--- config.mk ---
export PLATFORM = sky130hd
export DESIGN_NAME = gmii_rx_video
export DESIGN_NICKNAME = d
export VERILOG_FILES = /design/src/rtl/gmii_pkg.sv /design/src/rtl/crc32_chk.sv /design/src/rtl/gmii_rx_video.sv
export SDC_FILE = /design/constraint.sdc
export NUM_CORES = 1
export LEC_CHECK = 0
export ABC_AREA = 1
export BUFFER_PORTS_ARGS = -buffer_cell sky130_fd_sc_hd__buf_2
export CORE_ASPECT_RATIO = 0.9
export CORE_UTILIZATION = 55
export DETAILED_ROUTE_END_ITERATION = 12
export PLACE_DENSITY = 0.75
export RECOVER_POWER = 50
export SLEW_MARGIN = 30
export SYNTH_ARGS = -nofsm -noshare
export SYNTH_HDL_FRONTEND = slang
export SYNTH_SLANG_ARGS = --single-unit
export TNS_END_PERCENT = 5
--- constraint.sdc ---
create_clock -name rx_clk -period 3.95 [get_ports rx_clk]
set_clock_uncertainty 0.1 [all_clocks]
set_input_delay 1.185 -clock rx_clk [delete_from_list [all_inputs] [get_ports rx_clk]]
set_output_delay 1.185 -clock rx_clk [all_outputs]
set_load 0.02 [all_outputs]
--- src/rtl/gmii_pkg.sv ---
// Shared definitions for the GMII receive parsers: state encodings, frame
// field constants and the byte-wide CRC-32 / saturating-counter helpers.
package gmii_pkg;

    typedef enum logic [3:0] {
        ST_IDLE    = 4'd0,
        ST_PRE     = 4'd1,
        ST_ETH     = 4'd2,
        ST_IP      = 4'd3,
        ST_UDP     = 4'd4,
        ST_TYPE    = 4'd5,
        ST_RESOL   = 4'd6,
        ST_PAYLOAD = 4'd7,
        ST_FCS     = 4'd8,
        ST_END     = 4'd9,
        ST_DROP    = 4'd10
    } rx_state_t;

    localparam logic [7:0]  PKT_VIDEO    = 8'h00;
    localparam logic [7:0]  PKT_AUDIO    = 8'h01;
    localparam logic [7:0]  PKT_VIDAX    = 8'h02;

    localparam logic [7:0]  PREAMBLE     = 8'h55;
    localparam logic [7:0]  SFD          = 8'hD5;
    localparam logic [15:0] ETHERTYPE_IP = 16'h0800;
    localparam logic [7:0]  IP_VER_IHL   = 8'h45;
    localparam logic [7:0]  IP_PROT_UDP  = 8'h11;

    localparam logic [31:0] CRC_POLY     = 32'h04C11DB7;
    localparam logic [31:0] CRC_RESIDUE  = 32'hC704DD7B;

    // MSB-first CRC-32 step; Ethernet sends each octet LSB first, so bit 0
    // of the data byte is shifted in first.
    function automatic logic [31:0] crc32_byte(input logic [31:0] crc, input logic [7:0] data);
        logic [31:0] c;
        logic        fb;
        c = crc;
        for (int i = 0; i < 8; i++) begin
            fb = c[31] ^ data[i];
            c  = {c[30:0], 1'b0} ^ (fb ? CRC_POLY : 32'h0000_0000);
        end
        return c;
    endfunction

    // Counter increment that sticks at all-ones instead of wrapping.
    function automatic logic [15:0] sat_inc(input logic [15:0] v);
        return (v == 16'hFFFF) ? v : (v + 16'd1);
    endfunction

    // Octet idx (0 = first on the wire) of a 48-bit MAC address.
    function automatic logic [7:0] mac_byte(input logic [47:0] mac, input logic [2:0] idx);
        case (idx)
            3'd0:    return mac[47:40];
            3'd1:    return mac[39:32];
            3'd2:    return mac[31:24];
            3'd3:    return mac[23:16];
            3'd4:    return mac[15:8];
            default: return mac[7:0];
        endcase
    endfunction

    // Octet idx (0 = first on the wire) of an IPv4 address.
    function automatic logic [7:0] ip_byte(input logic [31:0] ip, input logic [1:0] idx);
        case (idx)
            2'd0:    return ip[31:24];
            2'd1:    return ip[23:16];
            2'd2:    return ip[15:8];
            default: return ip[7:0];
        endcase
    endfunction

endpackage

--- src/rtl/crc32_chk.sv ---
// Byte-wide Ethernet CRC-32 checker. Running over a frame including its FCS
// leaves a fixed residue in the register when the frame is intact.
module crc32_chk
    import gmii_pkg::*;
(
    input  logic       clk,
    input  logic       rst,
    input  logic       init,
    input  logic       en,
    input  logic [7:0] data,
    output logic       crc_ok
);

    logic [31:0] crc_r;

    // CRC register: preset at frame start, advanced one octet per enable.
    always_ff @(posedge clk) begin
        if (rst || init) begin
            crc_r <= 32'hFFFF_FFFF;
        end else if (en) begin
            crc_r <= crc32_byte(crc_r, data);
        end else begin
            crc_r <= crc_r;
        end
    end

    assign crc_ok = (crc_r == CRC_RESIDUE);

endmodule

--- src/rtl/gmii_rx_video.sv ---
// GMII receive parser for UDP video frames: strips preamble and headers,
// checks addressing and FCS, and writes {line, x, Y, C} words to the line FIFO.
module gmii_rx_video
    import gmii_pkg::*;
#(
    parameter logic [47:0] MY_MAC      = 48'h002345678902,
    parameter logic [31:0] MY_IP       = {8'd192, 8'd168, 8'd0, 8'd2},
    parameter logic [15:0] UDP_PORT    = 16'd12345,
    parameter logic [10:0] PAYLOAD_LEN = 11'd1280,
    parameter logic [10:0] LINE_MAX    = 11'd719
)
(
    input  logic        rx_clk,
    input  logic        sys_rst,
    input  logic        id,
    input  logic        rx_dv,
    input  logic        rx_er,
    input  logic [7:0]  rxd,
    input  logic        full,
    output logic        wr_en,
    output logic [37:0] din,
    output logic        pkt_end,
    output logic        pkt_ok,
    output logic [15:0] crc_err_cnt,
    output logic [15:0] drop_cnt,
    output logic [15:0] aux_cnt
);

    logic        dv_r, er_r, full_r, id_r;
    logic [7:0]  d_r;
    rx_state_t   state_r, state_n_s;
    logic [10:0] cnt_r, x_r, line_r;
    logic [2:0]  line_hi_r;
    logic [7:0]  y_r;
    logic        ovf_r, extra_r;
    logic        wr_en_r, pkt_end_r, pkt_ok_r;
    logic [37:0] din_r;
    logic [15:0] crc_err_cnt_r, drop_cnt_r, aux_cnt_r;

    logic [47:0] eff_mac_s;
    logic [31:0] eff_ip_s;
    logic        abort_s, hdr_bad_s, crc_ok_s;
    logic [10:0] hdr_last_s;
    rx_state_t   hdr_next_s;
    logic        cnt_clr_s, cnt_inc_s, crc_init_s, crc_en_s;
    logic        drop_inc_s, aux_inc_s, crc_inc_s;
    logic        wr_s, end_s, ok_s, y_ld_s, x_inc_s, line_hi_ld_s, line_ld_s;
    logic        ovf_set_s, extra_set_s;

    // The board id pulls the last address octet down so two boards can share a link.
    assign eff_mac_s = {MY_MAC[47:8], MY_MAC[7:0] - {7'd0, id_r}};
    assign eff_ip_s  = {MY_IP[31:8],  MY_IP[7:0]  - {7'd0, id_r}};
    assign abort_s   = ~dv_r | er_r;

    // Input stage: every pin is retimed once before the parser looks at it.
    always_ff @(posedge rx_clk) begin
        if (sys_rst) begin
            dv_r   <= 1'b0;
            er_r   <= 1'b0;
            full_r <= 1'b0;
            id_r   <= 1'b0;
            d_r    <= 8'h00;
        end else begin
            dv_r   <= rx_dv;
            er_r   <= rx_er;
            full_r <= full;
            id_r   <= id;
            d_r    <= rxd;
        end
    end

    crc32_chk u_crc (
        .clk    (rx_clk),
        .rst    (sys_rst),
        .init   (crc_init_s),
        .en     (crc_en_s),
        .data   (d_r),
        .crc_ok (crc_ok_s)
    );

    // Header field checks: flags the current byte if it breaks addressing or protocol.
    always_comb begin
        hdr_bad_s  = 1'b0;
        hdr_last_s = 11'd0;
        hdr_next_s = ST_DROP;
        case (state_r)
            ST_ETH: begin
                hdr_last_s = 11'd13;
                hdr_next_s = ST_IP;
                if (cnt_r < 11'd6)        hdr_bad_s = (d_r != mac_byte(eff_mac_s, cnt_r[2:0]));
                else if (cnt_r == 11'd12) hdr_bad_s = (d_r != ETHERTYPE_IP[15:8]);
                else if (cnt_r == 11'd13) hdr_bad_s = (d_r != ETHERTYPE_IP[7:0]);
                else                      hdr_bad_s = 1'b0;
            end
            ST_IP: begin
                hdr_last_s = 11'd19;
                hdr_next_s = ST_UDP;
                if (cnt_r == 11'd0)       hdr_bad_s = (d_r != IP_VER_IHL);
                else if (cnt_r == 11'd9)  hdr_bad_s = (d_r != IP_PROT_UDP);
                else if (cnt_r >= 11'd16) hdr_bad_s = (d_r != ip_byte(eff_ip_s, cnt_r[1:0]));
                else                      hdr_bad_s = 1'b0;
            end
            ST_UDP: begin
                hdr_last_s = 11'd7;
                hdr_next_s = ST_TYPE;
                if (cnt_r == 11'd2)       hdr_bad_s = (d_r != UDP_PORT[15:8]);
                else if (cnt_r == 11'd3)  hdr_bad_s = (d_r != UDP_PORT[7:0]);
                else                      hdr_bad_s = 1'b0;
            end
            default: begin
                hdr_bad_s = 1'b0;
            end
        endcase
    end

    // Parser next-state and per-byte control strobes.
    always_comb begin
        state_n_s    = state_r;
        cnt_clr_s    = 1'b0;
        cnt_inc_s    = 1'b0;
        crc_init_s   = 1'b0;
        crc_en_s     = 1'b0;
        drop_inc_s   = 1'b0;
        aux_inc_s    = 1'b0;
        crc_inc_s    = 1'b0;
        wr_s         = 1'b0;
        end_s        = 1'b0;
        ok_s         = 1'b0;
        y_ld_s       = 1'b0;
        x_inc_s      = 1'b0;
        line_hi_ld_s = 1'b0;
        line_ld_s    = 1'b0;
        ovf_set_s    = 1'b0;
        extra_set_s  = 1'b0;
        case (state_r)
            ST_IDLE: begin
                if (dv_r && (d_r == PREAMBLE)) state_n_s = ST_PRE;
                else                           state_n_s = ST_IDLE;
            end
            ST_PRE: begin
                if (abort_s) begin
                    state_n_s = dv_r ? ST_DROP : ST_IDLE;
                end else if (d_r == SFD) begin
                    state_n_s  = ST_ETH;
                    crc_init_s = 1'b1;
                    cnt_clr_s  = 1'b1;
                end else if (d_r == PREAMBLE) begin
                    state_n_s = ST_PRE;
                end else begin
                    state_n_s = ST_DROP;
                end
            end
            ST_ETH, ST_IP, ST_UDP: begin
                if (abort_s) begin
                    state_n_s = dv_r ? ST_DROP : ST_IDLE;
                end else if (hdr_bad_s) begin
                    state_n_s  = ST_DROP;
                    drop_inc_s = 1'b1;
                end else begin
                    crc_en_s = 1'b1;
                    if (cnt_r == hdr_last_s) begin
                        state_n_s = hdr_next_s;
                        cnt_clr_s = 1'b1;
                    end else begin
                        cnt_inc_s = 1'b1;
                    end
                end
            end
            ST_TYPE: begin
                if (abort_s) begin
                    state_n_s = dv_r ? ST_DROP : ST_IDLE;
                end else begin
                    crc_en_s = 1'b1;
                    case (d_r)
                        PKT_VIDEO: begin
                            state_n_s = ST_RESOL;
                            cnt_clr_s = 1'b1;
                        end
                        PKT_AUDIO, PKT_VIDAX: begin
                            state_n_s = ST_DROP;
                            aux_inc_s = 1'b1;
                        end
                        default: begin
                            state_n_s  = ST_DROP;
                            drop_inc_s = 1'b1;
                        end
                    endcase
                end
            end
            ST_RESOL: begin
                if (abort_s) begin
                    end_s     = 1'b1;
                    state_n_s = dv_r ? ST_DROP : ST_IDLE;
                end else begin
                    crc_en_s = 1'b1;
                    if (cnt_r == 11'd0) begin
                        line_hi_ld_s = 1'b1;
                        cnt_inc_s    = 1'b1;
                    end else if ({line_hi_r, d_r} > LINE_MAX) begin
                        state_n_s  = ST_DROP;
                        drop_inc_s = 1'b1;
                    end else begin
                        line_ld_s = 1'b1;
                        state_n_s = ST_PAYLOAD;
                        cnt_clr_s = 1'b1;
                    end
                end
            end
            ST_PAYLOAD: begin
                if (abort_s) begin
                    end_s     = 1'b1;
                    state_n_s = dv_r ? ST_DROP : ST_IDLE;
                end else begin
                    crc_en_s = 1'b1;
                    // Even offsets carry Y, odd offsets carry C and complete a pixel.
                    if (!cnt_r[0]) begin
                        y_ld_s = 1'b1;
                    end else begin
                        x_inc_s = 1'b1;
                        if (full_r) ovf_set_s = 1'b1;
                        else        wr_s      = 1'b1;
                    end
                    if (cnt_r == (PAYLOAD_LEN - 11'd1)) begin
                        state_n_s = ST_FCS;
                        cnt_clr_s = 1'b1;
                    end else begin
                        cnt_inc_s = 1'b1;
                    end
                end
            end
            ST_FCS: begin
                if (abort_s) begin
                    end_s     = 1'b1;
                    state_n_s = dv_r ? ST_DROP : ST_IDLE;
                end else begin
                    crc_en_s = 1'b1;
                    if (cnt_r == 11'd3) begin
                        state_n_s = ST_END;
                        cnt_clr_s = 1'b1;
                    end else begin
                        cnt_inc_s = 1'b1;
                    end
                end
            end
            ST_END: begin
                if (!dv_r) begin
                    end_s     = 1'b1;
                    ok_s      = crc_ok_s & ~ovf_r & ~extra_r;
                    crc_inc_s = ~crc_ok_s;
                    state_n_s = ST_IDLE;
                end else begin
                    // Bytes past the FCS are not part of any valid frame.
                    extra_set_s = 1'b1;
                    state_n_s   = ST_END;
                end
            end
            ST_DROP: begin
                if (!dv_r) state_n_s = ST_IDLE;
                else       state_n_s = ST_DROP;
            end
            default: begin
                state_n_s = ST_IDLE;
            end
        endcase
    end

    // Parser state register.
    always_ff @(posedge rx_clk) begin
        if (sys_rst) state_r <= ST_IDLE;
        else         state_r <= state_n_s;
    end

    // Byte counter, pixel position, line number and per-frame error flags.
    always_ff @(posedge rx_clk) begin
        if (sys_rst) begin
            cnt_r     <= 11'd0;
            x_r       <= 11'd0;
            line_r    <= 11'd0;
            line_hi_r <= 3'd0;
            y_r       <= 8'h00;
            ovf_r     <= 1'b0;
            extra_r   <= 1'b0;
        end else begin
            if (cnt_clr_s)      cnt_r <= 11'd0;
            else if (cnt_inc_s) cnt_r <= cnt_r + 11'd1;
            else                cnt_r <= cnt_r;

            if (crc_init_s)   x_r <= 11'd0;
            else if (x_inc_s) x_r <= x_r + 11'd1;
            else              x_r <= x_r;

            if (line_ld_s) line_r <= {line_hi_r, d_r};
            else           line_r <= line_r;

            if (line_hi_ld_s) line_hi_r <= d_r[2:0];
            else              line_hi_r <= line_hi_r;

            if (y_ld_s) y_r <= d_r;
            else        y_r <= y_r;

            if (crc_init_s)     ovf_r <= 1'b0;
            else if (ovf_set_s) ovf_r <= 1'b1;
            else                ovf_r <= ovf_r;

            if (crc_init_s)       extra_r <= 1'b0;
            else if (extra_set_s) extra_r <= 1'b1;
            else                  extra_r <= extra_r;
        end
    end

    // FIFO write port and end-of-frame status, all driven from flops.
    always_ff @(posedge rx_clk) begin
        if (sys_rst) begin
            wr_en_r   <= 1'b0;
            din_r     <= 38'd0;
            pkt_end_r <= 1'b0;
            pkt_ok_r  <= 1'b0;
        end else begin
            wr_en_r   <= wr_s;
            pkt_end_r <= end_s;
            pkt_ok_r  <= end_s & ok_s;
            if (wr_s) din_r <= {line_r, x_r, y_r, d_r};
            else      din_r <= din_r;
        end
    end

    // Saturating frame statistics.
    always_ff @(posedge rx_clk) begin
        if (sys_rst) begin
            crc_err_cnt_r <= 16'd0;
            drop_cnt_r    <= 16'd0;
            aux_cnt_r     <= 16'd0;
        end else begin
            if (crc_inc_s)  crc_err_cnt_r <= sat_inc(crc_err_cnt_r);
            else            crc_err_cnt_r <= crc_err_cnt_r;
            if (drop_inc_s) drop_cnt_r    <= sat_inc(drop_cnt_r);
            else            drop_cnt_r    <= drop_cnt_r;
            if (aux_inc_s)  aux_cnt_r     <= sat_inc(aux_cnt_r);
            else            aux_cnt_r     <= aux_cnt_r;
        end
    end

    assign wr_en       = wr_en_r;
    assign din         = din_r;
    assign pkt_end     = pkt_end_r;
    assign pkt_ok      = pkt_ok_r;
    assign crc_err_cnt = crc_err_cnt_r;
    assign drop_cnt    = drop_cnt_r;
    assign aux_cnt     = aux_cnt_r;

endmodule

==> results of run 1 <==
[cell families after synthesis]
group | Yosys count | synth area share, %
compound gates | 241 | 13.8
xor+xnor | 102 | 10.2
fa+ha+maj | 10 | 1.33
buf+inv | 193 | 8.18
flops | 183 | 38.9
simple gates | 607 | 27.7
[cells in the mapped netlist, drive strengths merged, types with 2 or more instances]
cell / number
a211oi: 3
a21oi: 111
a31oi: 4
and2: 3
buf: 15
clkbuf: 33
dfxtp: 183
ha: 10
inv: 145
nand2: 267
nand3: 73
nand3b: 3
nand4: 22
nor2: 171
nor3: 45
nor3b: 5
nor4: 13
o211ai: 16
o21ai: 97
o21bai: 3
or2: 2
xnor2: 30
xor2: 72
[worst max-delay path by stage]
stage | startpoint | to | slack (ns) | cells past startpoint
CTS | cnt_r[0] | drop_cnt[7] | 0.64 | 15
global route | cnt_r[0] | drop_cnt[8] | 0.16 | 15
detailed placement | cnt_r[0] | drop_cnt[4] | 0.67 | 15
global placement | cnt_r[0] | drop_cnt[4] | 0.86 | 15
finish | cnt_r[0] | u_crc.crc_r[6] | 0.61 | 13
floorplan | cnt_r[0] | cnt_r[1] | 1.28 | 18
[state kept, by name (all words and copies together), names as in the netlist]
name	cells
din	38
u_crc.crc_r	32
aux_cnt	16
crc_err_cnt	16
drop_cnt	16
cnt_r	11
line_r	11
x_r	11
d_r	8
y_r	8
state_r	4
line_hi_r	3
dv_r	1
er_r	1
extra_r	1
full_r	1
id_r	1
ovf_r	1
pkt_end	1
pkt_ok	1
wr_en	1
[stage by stage]
stage          instances  instance area [µm²]  hold WS [ns]
3_3_place_gp        1609                10000         0.334
2_1_floorplan       1336                 9430         0.325
4_1_cts             1641                10700         0.346
6_report            1641                10500         0.344
3_5_place_dp        1609                10000         0.335
5_1_grt             1641                10500         0.368
[cell type report]
| cell class | count | area [µm²] | area share [%] |
|---|---|---|---|
| Multi-Input combinational cell | 960 | 4990 | 47.4 |
| Sequential cell | 183 | 3660 | 34.8 |
| Inverter | 145 | 544 | 5.17 |
| Timing Repair Buffer | 110 | 452 | 4.29 |
| Clock buffer | 17 | 425 | 4.04 |
| Tap cell | 211 | 264 | 2.51 |
| Clock inverter | 15 | 189 | 1.79 |
[report_power, final]
| group | switching [mW] | internal (mW) |
|---|---|---|
| combinational | 0.155 | 0.0800 |
| clock | 0.812 | 0.962 |
| sequential | 0.0143 | 1.85 |
[metal layers]
layer | wire (µm) | GRT usage [%]
met5 | 0 | 0
met4 | 613 | 11.1
met3 | 1680 | 5.40
met2 | 10600 | 43.2
met1 | 11100 | 37.4
[critical path: cells and delay by family (launching register included)]
family                     cells  cell delay (ns)
AOI/OAI and AO/OA              3             0.51
DFF                            1             0.42
adders and majority gates      1             0.32
buffers and inverters          3             0.60
and+or+nand+nor                6             1.26
==> impl_metrics.sql, run 1 <==
INSERT INTO impl_metrics (metric_group, metric, value, unit) VALUES
('job', 'drv_cap', '1', ''),
('finish', 'fin_nets', '1441', ''),
('status', 'run_status', 'complete, but fails checks', ''),
('sta', 'post-route-period-util', '84.5', '%'),
('setup_path', 'critical_path_class', 'register to register', ''),
('detailed_routing', 'routed-via-count', '8934', ''),
('hold_path', 'min_to', 'line_r[10]', ''),
('synth', 'yosys.area.top_type', 'sky130_fd_sc_hd__dfxtp_1', ''),
('grt', 'largest_net_degree_at_the_start_of_global_routing', '66', ''),
('synth', 'synth_sequential_area_ratio', '38.9', '%'),
('clocking', 'clock_path_buffers', '2', ''),
('setup_path', 'critical_path.slowest_cell', 'sky130_fd_sc_hd__nor3_1', ''),
('grt', 'antenna_found_initial', '0', ''),
('clocking', 'clk_slew_on_worst_s_h_paths', '0.07', 'ns'),
('sta', 'slew_viol_final', '39', ''),
('place', 'place_congestion', '0.955', ''),
('synth', 'average_size_of_a_mapped_cell', '7.06', 'µm²'),
('synth', 'ys_top_cells_by_area', 'sky130_fd_sc_hd__dfxtp_1, sky130_fd_sc_hd__nand2_1, sky130_fd_sc_hd__nor2_1, sky130_fd_sc_hd__xor2_1, sky130_fd_sc_hd__a21oi_1', ''),
('setup_path', 'setup.worst_path.end_class', 'register', ''),
('synth', 'post_synthesis_instance_total', '1336', ''),
('status', 'violations', 'capacitance limit, slew limit', ''),
('setup_path', 'cp_max_fo', '38', ''),
('floorplan', 'initial_cell_density_of_the_core', '56.0', '%'),
('hold_path', 'worst_hold_path_stage_count', '2', ''),
('detailed_routing', 'route.detailed.vias_per_inst', '5.44', ''),
('place', 'portBuffers', '102', ''),
('finish', 'final_core_util', '62.5', '%'),
('synth', 'async_reset_ff_share', '0', '%'),
('synth', 'postSynthNetCount', '1360', ''),
('finish', 'final_cell_mix', 'sky130_fd_sc_hd__nand2_1, sky130_fd_sc_hd__dfxtp_1, sky130_fd_sc_hd__nor2_1, sky130_fd_sc_hd__inv_1, sky130_fd_sc_hd__a21oi_1', ''),
('hold_path', 'min_path_type', 'register to register', ''),
('synth', 'postSynthRegisterBits', '183', ''),
('power_and_ir_drop', 'fin_total_pwr', '3.87', 'mW'),
('clocking', 'cts_bufs_inserted', '17', ''),
('setup_path', 'rr_startpoint', 'cnt_r[0]', ''),
('setup_path', 'worst_ep_arrival_time', '3.54', 'ns'),
('detailed_routing', 'detail_route.wirelength', '24000', 'µm'),
('setup_path', 'rr_endpoint', 'u_crc.crc_r[6]', ''),
('sta', 'setup_violating_endpoint_count_in_the_final_report', '0', ''),
('detailed_routing', 'drc_errors', '0', ''),
('synth', 'synth_cell_types', '48', ''),
('detailed_routing', 'wire_per_inst', '14.6', 'µm'),
('grt', 'grt-ovfl-total', '0', ''),
('clocking', 'cts_tree', 'yes', ''),
('sta', 'setup_tns', '0', 'ns'),
('finish', 'antenna_cell_count', '0', ''),
('place', 'place_hpwl', '17100', 'µm'),
('setup_path', 'critical_path_required', '4.15', 'ns'),
('clocking', 'worstSkewPairLatency', '0.43', 'ns'),
('floorplan', 'placeable_core_region', '0.0168', 'mm²'),
('sta', 'max_slew_margin', '-37.6', '%'),
('finish', 'fill_cells', '1518', ''),
('setup_path', 'start_kind', 'register', ''),
('floorplan', 'die_height', '126', 'µm'),
('sta', 'final.setup.worst_slack', '0.612', 'ns'),
('power_and_ir_drop', 'leakage_power_total', '4.29', 'nW'),
('detailed_routing', 'drt_iter0_markers', '760', ''),
('sta', 'endpoints_failing_hold', '0', ''),
('place', 'preCtsSetupSlack', '0.665', 'ns'),
('synth', 'synth_enable_flop_cells', '0', ''),
('grt', 'grt_util_all_layers', '27.6', '%'),
('grt', 'grt_pass1_vias', '8143', ''),
('floorplan', 'chipWidth', '140', 'µm'),
('detailed_routing', 'drt-pass1-iter-count', '6', ''),
('synth', 'post-synth-top-area-fraction', '38.9', '%'),
('clocking', 'clock_sinks', '183', ''),
('hold_path', 'min_from', 'line_r[10]', ''),
('sta', 'max_clock_freq', '0.300', 'GHz'),
('setup_path', 'ff2ff_path_depth', '13', ''),
('finish', 'layout.cells.most_common', 'sky130_fd_sc_hd__nand2_1', ''),
('floorplan', 'placementRows', '45', '');
No activity file was read; power rests on OpenSTA's default activity.
==> run 2, diff against run 1 <==
CORE_UTILIZATION = 53   (was 55)
PLACE_DENSITY = 0.76   (was 0.75)
clock period = 3 ns   (was 3.95 ns; I/O delays follow)
==> impl_metrics.sql, run 2 (synthesis gave the netlist of run 1 again) <==
INSERT INTO impl_metrics (metric_group, metric, value, unit) VALUES
('setup_path', 'setup.worst_path.end_class', 'register', ''),
('setup_path', 'critical_path_required', '3.20', 'ns'),
('sta', 'period_minus_slack', '2.81', 'ns'),
('setup_path', 'ff2ff_path_depth', '16', ''),
('place', 'post_dp_cell_area', '0.0102', 'mm²'),
('power_and_ir_drop', 'p_per_area', '469', 'mW/mm²'),
('grt', 'antenna_found_initial', '0', ''),
('detailed_routing', 'wire_per_inst', '14.8', 'µm'),
('grt', 'grt_util_all_layers', '28.1', '%'),
('power_and_ir_drop', 'irDropWorstVdd', '0.000372', 'V'),
('sta', 'endpoints_failing_hold', '0', ''),
('grt', 'grt_pass1_vias', '8374', ''),
('finish', 'flow.area_growth_from_synthesis', '14.0', '%'),
('floorplan', 'die_height', '129', 'µm'),
('finish', 'layout.cells.most_common', 'sky130_fd_sc_hd__nand2_1', ''),
('sta', 'post-route-period-util', '93.6', '%'),
('clocking', 'cts_bufs_inserted', '17', ''),
('floorplan', 'initial_cell_density_of_the_core', '55.1', '%'),
('detailed_routing', 'drt_iter0_markers', '743', ''),
('sta', 'max_clock_freq', '0.356', 'GHz'),
('clocking', 'ctsRootBufferMaster', 'sky130_fd_sc_hd__clkbuf_16', ''),
('detailed_routing', 'route.detailed.vias_per_inst', '5.39', ''),
('detailed_routing', 'drc_errors', '0', ''),
('clocking', 'cts_tree', 'yes', ''),
('grt', 'first_pass_grt_wire_length', '41100', 'µm'),
('finish', 'final_cell_mix', 'sky130_fd_sc_hd__nand2_1, sky130_fd_sc_hd__dfxtp_1, sky130_fd_sc_hd__nor2_1, sky130_fd_sc_hd__inv_1, sky130_fd_sc_hd__a21oi_1', ''),
('floorplan', 'io_pins', '103', ''),
('sta', 'hold_slack', '0.347', 'ns'),
('place', 'place_congestion', '0.965', ''),
('floorplan', 'chipWidth', '143', 'µm'),
('finish', 'final_core_util', '62.8', '%'),
('setup_path', 'start_kind', 'register', ''),
('setup_path', 'worst_ep_arrival_time', '3.01', 'ns'),
('sta', 'worst_slew_pin_slew', '0.750', 'ns'),
('floorplan', 'dieArea', '0.0183', 'mm²'),
('detailed_routing', 'drt.antenna.violating_nets', '0', ''),
('clocking', 'cts_max_level', '4', ''),
('setup_path', 'critical_path_class', 'register to register', ''),
('clocking', 'clock_path_buffers', '2', ''),
('detailed_routing', 'routed-via-count', '9102', ''),
('hold_path', 'min_to', 'line_r[10]', ''),
('setup_path', 'cp_max_fo', '9', ''),
('sta', 'slew_viol_final', '0', ''),
('finish', 'layout.cell_area.non_filler', '0.0107', 'mm²'),
('hold_path', 'worst_hold_path_stage_count', '2', ''),
('status', 'run_status', 'finished, final reports clean', ''),
('setup_path', 'rr_startpoint', 'cnt_r[0]', ''),
('place', 'place_hpwl', '17600', 'µm'),
('finish', 'antenna_cell_count', '0', ''),
('hold_path', 'min_from', 'line_r[10]', ''),
('finish', 'fraction_of_final_layout_cells_sized_beyond_drive_strength_1', '7.09', '%'),
('detailed_routing', 'drt-pass1-iter-count', '5', ''),
('clocking', 'clk_slew_on_worst_s_h_paths', '0.07', 'ns'),
('clocking', 'hold_buffers', '0', ''),
('floorplan', 'placementRows', '45', ''),
('clocking', 'clock_sinks', '183', ''),
('setup_path', 'reg2reg_setup_slack', '0.19', 'ns'),
('grt', 'largest_net_degree_at_the_start_of_global_routing', '70', ''),
('grt', 'grt-ovfl-total', '0', ''),
('power_and_ir_drop', 'leakage_power_total', '4.39', 'nW'),
('sta', 'max_slew_margin', '49.9', '%'),
('clocking', 'worstSkewPairLatency', '0.43', 'ns'),
('finish', 'fin_nets', '1464', ''),
('sta', 'setup_violating_endpoint_count_in_the_final_report', '0', ''),
('hold_path', 'min_path_type', 'register to register', ''),
('sta', 'setup_tns', '0', 'ns'),
('job', 'drv_cap', '0', ''),
('floorplan', 'placeable_core_region', '0.0171', 'mm²'),
('place', 'portBuffers', '102', ''),
('detailed_routing', 'detail_route.wirelength', '24900', 'µm'),
('finish', 'largest_reg_flops', '38', ''),
('setup_path', 'rr_endpoint', 'state_r[3]', '');
==> run 2: cell types whose count changed in the layout (fill, tap and decap cells not counted), sizes merged <==
cell / delta
clkbuf: +4
inv: -2
bufinv: -1
clkinv: +2
buf: +19
clkinvlp: +1
==> run 2: worst max path at each step <==
stage	from	end	slack (ns)	depth (start not counted)
6_report	cnt_r[0]	state_r[3]	0.19	16
5_1_grt	cnt_r[1]	state_r[2]	-0.003	11
4_1_cts	cnt_r[1]	state_r[2]	0.14	18
3_5_place_dp	cnt_r[1]	state_r[2]	0.16	18
3_3_place_gp	cnt_r[1]	state_r[2]	0.25	18
2_1_floorplan	cnt_r[0]	cnt_r[1]	0.33	18
==> run 2: final cells by class <==
type	instances	area [µm²]
Timing Repair inverter	1	7.51
Clock buffer	18	439
Inverter	145	548
Clock inverter	14	161
Fill cell	1618	6370
Tap cell	235	294
Timing Repair Buffer	132	634
Sequential cell	183	3660
Multi-Input combinational cell	960	5000
==> run 2: critical path, stage by stage, from the launching register on <==
cell	delay, ns
sky130_fd_sc_hd__dfxtp_1	0.31
sky130_fd_sc_hd__buf_4	0.17
sky130_fd_sc_hd__ha_2	0.23
sky130_fd_sc_hd__ha_1	0.18
sky130_fd_sc_hd__or2_2	0.32
sky130_fd_sc_hd__nand2_1	0.09
sky130_fd_sc_hd__nand2_1	0.05
sky130_fd_sc_hd__nand2_1	0.06
sky130_fd_sc_hd__nand2_1	0.05
sky130_fd_sc_hd__nor2_1	0.08
sky130_fd_sc_hd__nand2_1	0.06
sky130_fd_sc_hd__nand2_1	0.09
sky130_fd_sc_hd__nand3_2	0.14
sky130_fd_sc_hd__o21ai_4	0.31
sky130_fd_sc_hd__clkinvlp_4	0.26
sky130_fd_sc_hd__nand2_1	0.11
sky130_fd_sc_hd__a21oi_1	0.07
==> run 2: report_power, final <==
| part | leakage, nW | internal (mW) | switching, mW |
|---|---|---|---|
| Clock | 0.287 | 1.20 | 1.05 |
| Combinational | 2.62 | 0.118 | 0.214 |
| Sequential | 1.48 | 2.44 | 0.0144 |
==> run 2: layer usage <==
| metal | up-vias | part of all wire [%] | track usage (%) |
|---|---|---|---|
| met3 | 35 | 6.8 | 5.36 |
| li1 | 4556 | - | - |
| met4 | 0 | 1.9 | 9.30 |
| met2 | 308 | 44 | 43.4 |
| met1 | 4203 | 48 | 39.2 |
| met5 | - | 0 | 0 |
==> run 2: what timing repair did <==
action,4_1_cts,5_1_grt
setup endpoints to repair,0,51
resized for setup,0,9
setup buffers,0,2
==> run 2: through the flow <==
| step | worst slack, ns | power [mW] | instances |
|---|---|---|---|
| after floorplan | 0.331 | 2.74 | 1336 |
| after global placement | 0.253 | 2.83 | 1653 |
| after detailed placement | 0.163 | 2.83 | 1653 |
| after CTS | 0.144 | 5.07 | 1685 |
| after global routing | -0.00294 | 5.20 | 1688 |
| final | 0.193 | 5.04 | 1688 |
